<file path="config.mk">
export PLATFORM = sky130hd
export DESIGN_NAME = axi_lite_arb2
export DESIGN_NICKNAME = d
export VERILOG_FILES = /design/src/rtl/axi_arb_pkg.sv /design/src/rtl/rr_pick2.sv /design/src/rtl/axi_lite_arb2.sv
export SDC_FILE = /design/constraint.sdc
export NUM_CORES = 1
export LEC_CHECK = 0
export ABC_CLOCK_PERIOD_IN_PS = 3100
export CELL_PAD_IN_SITES_DETAIL_PLACEMENT = 0
export CELL_PAD_IN_SITES_GLOBAL_PLACEMENT = 1
export CORE_AREA = 5 5 169 171
export CTS_BUF_LIST = sky130_fd_sc_hd__clkbuf_2 sky130_fd_sc_hd__clkbuf_4 sky130_fd_sc_hd__clkbuf_8
export CTS_CLUSTER_SIZE = 16
export DETAILED_ROUTE_END_ITERATION = 10
export DIE_AREA = 0 0 174 176
export PLACE_DENSITY_LB_ADDON = 0.1
export SLEW_MARGIN = 30
export SYNTH_ARGS = -nofsm -noshare
export SYNTH_HDL_FRONTEND = slang
export SYNTH_HIERARCHICAL = 1
export SYNTH_SLANG_ARGS = --single-unit
</file>
<file path="constraint.sdc">
create_clock -name clk -period 3.1 [get_ports clk]
set_input_delay 0.465 -clock clk [delete_from_list [all_inputs] [get_ports clk]]
set_output_delay 0.465 -clock clk [all_outputs]
set_load 0.02 [all_outputs]
</file>
<file path="src/rtl/axi_arb_pkg.sv">
// axi_arb_pkg: shared FSM encodings, master index type and response codes for the 2:1 AXI-Lite arbiter
package axi_arb_pkg;
    typedef enum logic [1:0] {R_IDLE, R_ADDR, R_DATA} r_state_t;
    typedef enum logic [1:0] {W_IDLE, W_REQ, W_RESP} w_state_t;
    typedef logic mst_t;
    localparam logic [1:0] OKAY = 2'b00;
endpackage

</file>
<file path="src/rtl/rr_pick2.sv">
// rr_pick2: two-way arbiter, round-robin on last grant or fixed priority with m0 highest
module rr_pick2
    import axi_arb_pkg::*;
(
    input  logic [1:0] req,
    input  mst_t       last,
    input  logic       rr,
    output mst_t       gnt
);
    assign gnt = req[1] && (!req[0] || (rr && !last));
endmodule

</file>
<file path="src/rtl/axi_lite_arb2.sv">
// axi_lite_arb2: two AXI-Lite requesters onto one slave, independent read and write arbitration
module axi_lite_arb2
    import axi_arb_pkg::*;
#(
    parameter int ADDR_W = 32,
    parameter int DATA_W = 32,
    parameter int RR     = 1
) (
    input  logic                clk,
    input  logic                rst,
    input  logic [ADDR_W-1:0]   m0_araddr,
    input  logic                m0_arvalid,
    output logic                m0_arready,
    output logic [DATA_W-1:0]   m0_rdata,
    output logic [1:0]          m0_rresp,
    output logic                m0_rvalid,
    input  logic                m0_rready,
    input  logic [ADDR_W-1:0]   m0_awaddr,
    input  logic                m0_awvalid,
    output logic                m0_awready,
    input  logic [DATA_W-1:0]   m0_wdata,
    input  logic [DATA_W/8-1:0] m0_wstrb,
    input  logic                m0_wvalid,
    output logic                m0_wready,
    output logic [1:0]          m0_bresp,
    output logic                m0_bvalid,
    input  logic                m0_bready,
    input  logic [ADDR_W-1:0]   m1_araddr,
    input  logic                m1_arvalid,
    output logic                m1_arready,
    output logic [DATA_W-1:0]   m1_rdata,
    output logic [1:0]          m1_rresp,
    output logic                m1_rvalid,
    input  logic                m1_rready,
    input  logic [ADDR_W-1:0]   m1_awaddr,
    input  logic                m1_awvalid,
    output logic                m1_awready,
    input  logic [DATA_W-1:0]   m1_wdata,
    input  logic [DATA_W/8-1:0] m1_wstrb,
    input  logic                m1_wvalid,
    output logic                m1_wready,
    output logic [1:0]          m1_bresp,
    output logic                m1_bvalid,
    input  logic                m1_bready,
    output logic [ADDR_W-1:0]   s_araddr,
    output logic                s_arvalid,
    input  logic                s_arready,
    input  logic [DATA_W-1:0]   s_rdata,
    input  logic [1:0]          s_rresp,
    input  logic                s_rvalid,
    output logic                s_rready,
    output logic [ADDR_W-1:0]   s_awaddr,
    output logic                s_awvalid,
    input  logic                s_awready,
    output logic [DATA_W-1:0]   s_wdata,
    output logic [DATA_W/8-1:0] s_wstrb,
    output logic                s_wvalid,
    input  logic                s_wready,
    input  logic [1:0]          s_bresp,
    input  logic                s_bvalid,
    output logic                s_bready
);
    r_state_t r_state;
    w_state_t w_state;
    mst_t     rgnt, rlast, rpick, wgnt, wlast, wpick;
    logic     aw_done, w_done, aw_hs, w_hs, ra, wa, wr, wb;

    rr_pick2 u_rpick (.req({m1_arvalid, m0_arvalid}), .last(rlast), .rr(RR != 0), .gnt(rpick));
    rr_pick2 u_wpick (.req({m1_awvalid && m1_wvalid, m0_awvalid && m0_wvalid}), .last(wlast), .rr(RR != 0), .gnt(wpick));

    always_ff @(posedge clk or negedge rst)
        if (!rst) begin
            r_state <= R_IDLE;
            rgnt    <= 1'b0;
            rlast   <= 1'b1;
        end else case (r_state)
            R_IDLE: if (m0_arvalid || m1_arvalid) begin
                rgnt    <= rpick;
                rlast   <= rpick;
                r_state <= R_ADDR;
            end
            R_ADDR: if (s_arvalid && s_arready) r_state <= R_DATA;
            R_DATA: if (s_rvalid && s_rready) r_state <= R_IDLE;
            default: r_state <= R_IDLE;
        endcase

    always_ff @(posedge clk or negedge rst)
        if (!rst) begin
            w_state <= W_IDLE;
            wgnt    <= 1'b0;
            wlast   <= 1'b1;
            aw_done <= 1'b0;
            w_done  <= 1'b0;
        end else case (w_state)
            W_IDLE: if ((m0_awvalid && m0_wvalid) || (m1_awvalid && m1_wvalid)) begin
                wgnt    <= wpick;
                wlast   <= wpick;
                w_state <= W_REQ;
            end
            W_REQ: begin
                aw_done <= aw_done || aw_hs;
                w_done  <= w_done || w_hs;
                if ((aw_done || aw_hs) && (w_done || w_hs)) w_state <= W_RESP;
            end
            W_RESP: if (s_bvalid && s_bready) begin
                w_state <= W_IDLE;
                aw_done <= 1'b0;
                w_done  <= 1'b0;
            end
            default: w_state <= W_IDLE;
        endcase

    assign ra = r_state == R_ADDR;
    assign wr = r_state == R_DATA;
    assign s_araddr   = rgnt ? m1_araddr : m0_araddr;
    assign s_arvalid  = ra && (rgnt ? m1_arvalid : m0_arvalid);
    assign m0_arready = ra && !rgnt && s_arready;
    assign m1_arready = ra && rgnt && s_arready;
    assign s_rready   = wr && (rgnt ? m1_rready : m0_rready);
    assign m0_rvalid  = wr && !rgnt && s_rvalid;
    assign m1_rvalid  = wr && rgnt && s_rvalid;
    assign m0_rdata   = s_rdata;
    assign m1_rdata   = s_rdata;
    assign m0_rresp   = s_rresp;
    assign m1_rresp   = s_rresp;

    // Completed channels stay masked until the response so the slave never sees a repeat.
    assign wa = w_state == W_REQ && !aw_done;
    assign wb = w_state == W_REQ && !w_done;
    assign s_awaddr   = wgnt ? m1_awaddr : m0_awaddr;
    assign s_wdata    = wgnt ? m1_wdata : m0_wdata;
    assign s_wstrb    = wgnt ? m1_wstrb : m0_wstrb;
    assign s_awvalid  = wa && (wgnt ? m1_awvalid : m0_awvalid);
    assign s_wvalid   = wb && (wgnt ? m1_wvalid : m0_wvalid);
    assign aw_hs      = s_awvalid && s_awready;
    assign w_hs       = s_wvalid && s_wready;
    assign m0_awready = wa && !wgnt && s_awready;
    assign m1_awready = wa && wgnt && s_awready;
    assign m0_wready  = wb && !wgnt && s_wready;
    assign m1_wready  = wb && wgnt && s_wready;
    assign s_bready   = w_state == W_RESP && (wgnt ? m1_bready : m0_bready);
    assign m0_bvalid  = w_state == W_RESP && !wgnt && s_bvalid;
    assign m1_bvalid  = w_state == W_RESP && wgnt && s_bvalid;
    assign m0_bresp   = s_bresp;
    assign m1_bresp   = s_bresp;
endmodule

</file>
Word-level counts from Yosys, hierarchy flattened
Cells that the tools add are included.
Widths: inputs -> output; s select.
{"block": "word_totals", "reg_bits": 10, "input_bits": 253, "out_inout_bits": 187, "word_cells": 97}
{"block": "op_classes", "n_eq_ne": 10, "mux": 20, "n_reduce_logical": 59}
{"operator": "$mux 32", "n": 3}
{"operator": "$logic_and 1x1->1", "n": 37}
{"operator": "$mux 2", "n": 6}
{"operator": "$pmux 2 s3", "n": 2}
{"operator": "$logic_not 1->1", "n": 8}
{"operator": "$ne 2x2->1 const B", "n": 4}
{"operator": "$logic_or 1x1->1", "n": 6}
{"operator": "$mux 1", "n": 6}
{"operator": "$reduce_and 2->1", "n": 3}
{"operator": "$reduce_and 3->1", "n": 2}
{"operator": "$eq 2x1->1 const B", "n": 2}
{"operator": "$eq 2x2->1 const B", "n": 2}
{"operator": "$logic_not 2->1", "n": 2}
{"operator": "$mux 4", "n": 1}
{"operator": "$ne 2x1->1 const B", "n": 2}
{"operator": "$pmux 1 s2", "n": 2}
{"operator": "$reduce_bool 2->1", "n": 1}

Logic depth before layout (Yosys ltp)
{"block": "depth", "depth_word": 8, "ltp_mapped": 5, "depth_no_buf": 4}

Cells and area by module
Netlist, hierarchy kept.
{"mod": "axi_lite_arb2", "n_inst": 1, "cells_each": 253, "area_each_um2": 2369.8, "seq_area_each_um2": 252.7}
{"mod": "rr_pick2", "n_inst": 2, "cells_each": 2, "area_each_um2": 13.8, "seq_area_each_um2": 0.0}

Least setup slack after synthesis
OpenSTA, ideal clock, no wires.
{"block": "synth_path", "path_type": "register -> output", "start": "register wgnt", "end": "output port m0_awready", "t_arrival_ns": 1.534, "setup_slack_ns": 1.101, "path_stages_with_launch": 5, "path_buffers": 3, "cell_sequence": "dfrtp_1 -> buf_2 -> buf_4 -> buf_4 -> nor4_1"}
{"block": "synth_between", "elab_chain_len": 3}
{"element": "start: declaration", "line": "axi_lite_arb2.sv:65", "rtl": "mst_t rgnt, rlast, rpick, wgnt, wlast, wpick;"}
{"element": "start signal: assignment", "line": "axi_lite_arb2.sv:96", "rtl": "wgnt <= wpick;"}
{"element": "$logic_not 1->1", "line": "axi_lite_arb2.sv:137", "rtl": "assign m0_awready = wa && !wgnt && s_awready;"}
{"element": "$logic_and 1x1->1 (2 in series)", "line": "axi_lite_arb2.sv:137"}
{"element": "end: declaration", "line": "axi_lite_arb2.sv:20", "rtl": "output logic m0_awready,"}
No other way between the ends.

Worst setup path after layout
{"block": "layout_path", "start": "register wgnt", "end": "output port s_wvalid"}
{"block": "layout_between", "elab_chain_len": 2}
{"element": "$mux 1", "line": "axi_lite_arb2.sv:134", "rtl": "assign s_wvalid = wb && (wgnt ? m1_wvalid : m0_wvalid);"}
{"element": "$logic_and 1x1->1", "line": "axi_lite_arb2.sv:134"}
{"element": "end: declaration", "line": "axi_lite_arb2.sv:57", "rtl": "output logic s_wvalid,"}
No other way between the ends.

==> flow_summary.toml <==
[drt]
vias = 2856
routedWlPerCell_um = 17.50
postRouteAntennaNets = 0
drt_wl_total_um = 14930
drcViolationCount = 0
drtIter0Drc = 32
first_pass_iters = 2
drt-vias-per-instance = 3.348

[floorplanning]
initial_core_util_pct = 8.970
dieArea_mm2 = 0.03062
ios = 440
chipWidth_um = 174
die_h_um = 176
num_rows = 60
core-area_mm2 = 0.02673

[worst_setup_path]
worstPathMaxFanout = 36
worstPathArrival_ns = 2.27
critPathLaunchType = "flip-flop"
crit_type = "reg2out"
crit_path_end_kind = "output port"
required_ns = 2.63

[pwr]
p_leak_nw = 2.016
peakVddDrop_uv = 230.3
powerDensity_mw_per_mm2 = 560.5

[clocking]
cts_inserted_buffers = 3
clk_latency_ns = 0.23
clock_path_buffers = 2
cts_resized = 0
root_buffer = "clkbuf_8"
hold_buffers = 0
post-cts-setup-buffers = 0
cts_tree = "done"
clock-sinks = 10
htree_levels = 1
path_clk_slew_ns = 0.05

[synth]
synth_top_area_share_pct = 38.99
synth-async-reset-ratio_pct = 100.0
synthTopCellsByArea = "mux2_1 39%, buf_4 24%, mux2_2 9.9%"
synth_common_cells = "83 x mux2_1, 77 x buf_4, 21 x mux2_2"
synth_area_per_cell_um2 = 9.328
seq_area_frac_synth_pct = 10.54
synth.most_common_cell = "mux2_1"
synth_top_area_cell = "mux2_1"
synth_flop_cell = "dfrtp_1"
postSynthCellCount = 257
synth_edf_count = 0
synth_cell_types = 29
ys_ff_latch = 10
synth_area_mm2 = 0.002397
synth_warnings = 6

[place]
dp_hpwl_um = 13330
numPortBuffers = 331
dpl_cell_area_mm2 = 0.005557
gp_congestion = 0.7204

[timing]
min_period_over_period_pct = 88.29
finalClockSkew_ns = 0.0002354
setup_viol = 0
timing.hold.ws_ns = 0.5757
finalCriticalPeriod_ns = 2.737
finalMaxSlewViolations = 0
fmax_mhz = 365.4
finalHoldViolations = 0
tightest_slew_ns = 0.5247
fin_setup_tns_ns = 0
slew_headroom_pct = 64.91
rsz0062_at_grt = "false"

[global_routing]
grt_max_degree = 37
grt_pass1_vias = 3119
grt.total_usage_pct = 8.925
overflow = 0
antenna_found_initial = 2
grt_pass1_wl_um = 21150

[layout]
antennaDiodeCount = 0
nNetsFinal = 766
layout-drive-gt1-share_pct = 6.836
fill_cells = 2949
finalInstanceArea_mm2 = 0.005612
areaGrowthSynthToFinish_pct = 134.1

[run_status]
status = "finished, final reports clean"

[run]
max_cap_viol_count = 0

[min_path]
min_path_type = "in2async"
## sequential cells by signal (all words and copies together), names as in the netlist
signal and flops:
w_done 1, wlast 1, w_state 2, aw_done 1, rgnt 1, wgnt 1
r_state 2, rlast 1
## power by group
part / internal, mW / total [mW] / switching [mW]
Combinational: 1.41 / 2.61 / 1.20
Clock: 0.112 / 0.167 / 0.0547
Sequential: 0.202 / 0.367 / 0.165
## placed cells by master, fill, tap and decap left out
cell type | synthesis | routed
a21boi_1 | 2 | 2
and2_1 | 2 | 2
and3_1 | 1 | 1
and4_1 | 1 | 1
buf_4 | 77 | 6
clkbuf_8 | 0 | 4
clkdlybuf4s50_1 | 0 | 331
clkinv_1 | 2 | 2
conb_1 | 1 | 2
dfrtp_1 | 8 | 7
dfrtp_4 | 0 | 1
dfstp_2 | 2 | 2
inv_1 | 5 | 5
mux2_1 | 83 | 83
mux2_2 | 21 | 21
mux2i_1 | 5 | 5
nand2_1 | 2 | 2
nand2b_1 | 3 | 3
nor2_1 | 8 | 8
nor2b_1 | 2 | 2
nor3_1 | 6 | 6
nor3b_1 | 2 | 2
nor4_1 | 2 | 2
nor4b_1 | 3 | 3
o211ai_1 | 1 | 1
o21ai_1 | 4 | 4
o31a_1 | 2 | 2
o31ai_1 | 1 | 1
o31ai_2 | 1 | 1
## layer usage
layer  global-route usage (%)  wire length (um)  vias to the layer above
li1                         -                 -                     1336
met1                    9.330              5340                     1271
met2                    16.78              7784                      237
met3                    4.604              1745                        8
met4                   0.4619                31                        4
met5                        0                27                        -
## path summary, 6_finish.rpt
check	slack (ns)	start	to	cells past startpoint
worst max register to register	1.28	wgnt$_DFFE_PN0P_	w_state[0]$_DFFE_PN0P_	5
worst min register to register	0.65	r_state[1]$_DFFE_PN0P_	r_state[0]$_DFFE_PN0P_	1
min in group clk	0.65	r_state[1]$_DFFE_PN0P_	r_state[0]$_DFFE_PN0P_	1
worst min-delay path	0.58	rst	r_state[0]$_DFFE_PN0P_	1
worst max-delay path	0.36	wgnt$_DFFE_PN0P_	s_wvalid	4
max in group asynchronous	2.13	rst	wgnt$_DFFE_PN0P_	1
## stage by stage
stage          cells  utilization, %  setup WS (ns)  total power, mW
3_5_place_dp     849           20.79         0.4561            3.040
2_1_floorplan    258               -          1.101            1.859
4_1_cts          853           21.00         0.2606            3.229
3_3_place_gp     849           20.79         0.4951            3.061
5_1_grt          853           21.00         0.1857            3.347
6_report         853           21.00         0.3631            3.145
## critical path, stage by stage (launching register included)
cell and delay (ns):
dfrtp_4 0.74, mux2i_1 0.26, buf_4 0.19, nor3_1 0.17
clkdlybuf4s50_1 0.66
## cell families after synthesis
| logic type | Yosys count | share of synthesized area, % |
|---|---|---|
| flip-flops | 10 | 10.54 |
| AND/OR/NAND/NOR | 32 | 7.516 |
| buffers and inverters | 94 | 27.51 |
| multiplexers | 109 | 50.94 |
| other | 1 | 0.1564 |
| AO/OA/AOI/OAI | 11 | 3.340 |
## layout make-up
type | instances | area, um2 | share of cell area, %
tap | 341 | 426.7 | 7.603
clock buffer | 4 | 55.05 | 0.9810
inverter | 7 | 26.28 | 0.4682
multi-input combinational | 154 | 1489 | 26.53
sequential | 10 | 256.5 | 4.571
timing repair buffer | 337 | 3358 | 59.84
No activity file was read; power rests on OpenSTA's default activity.
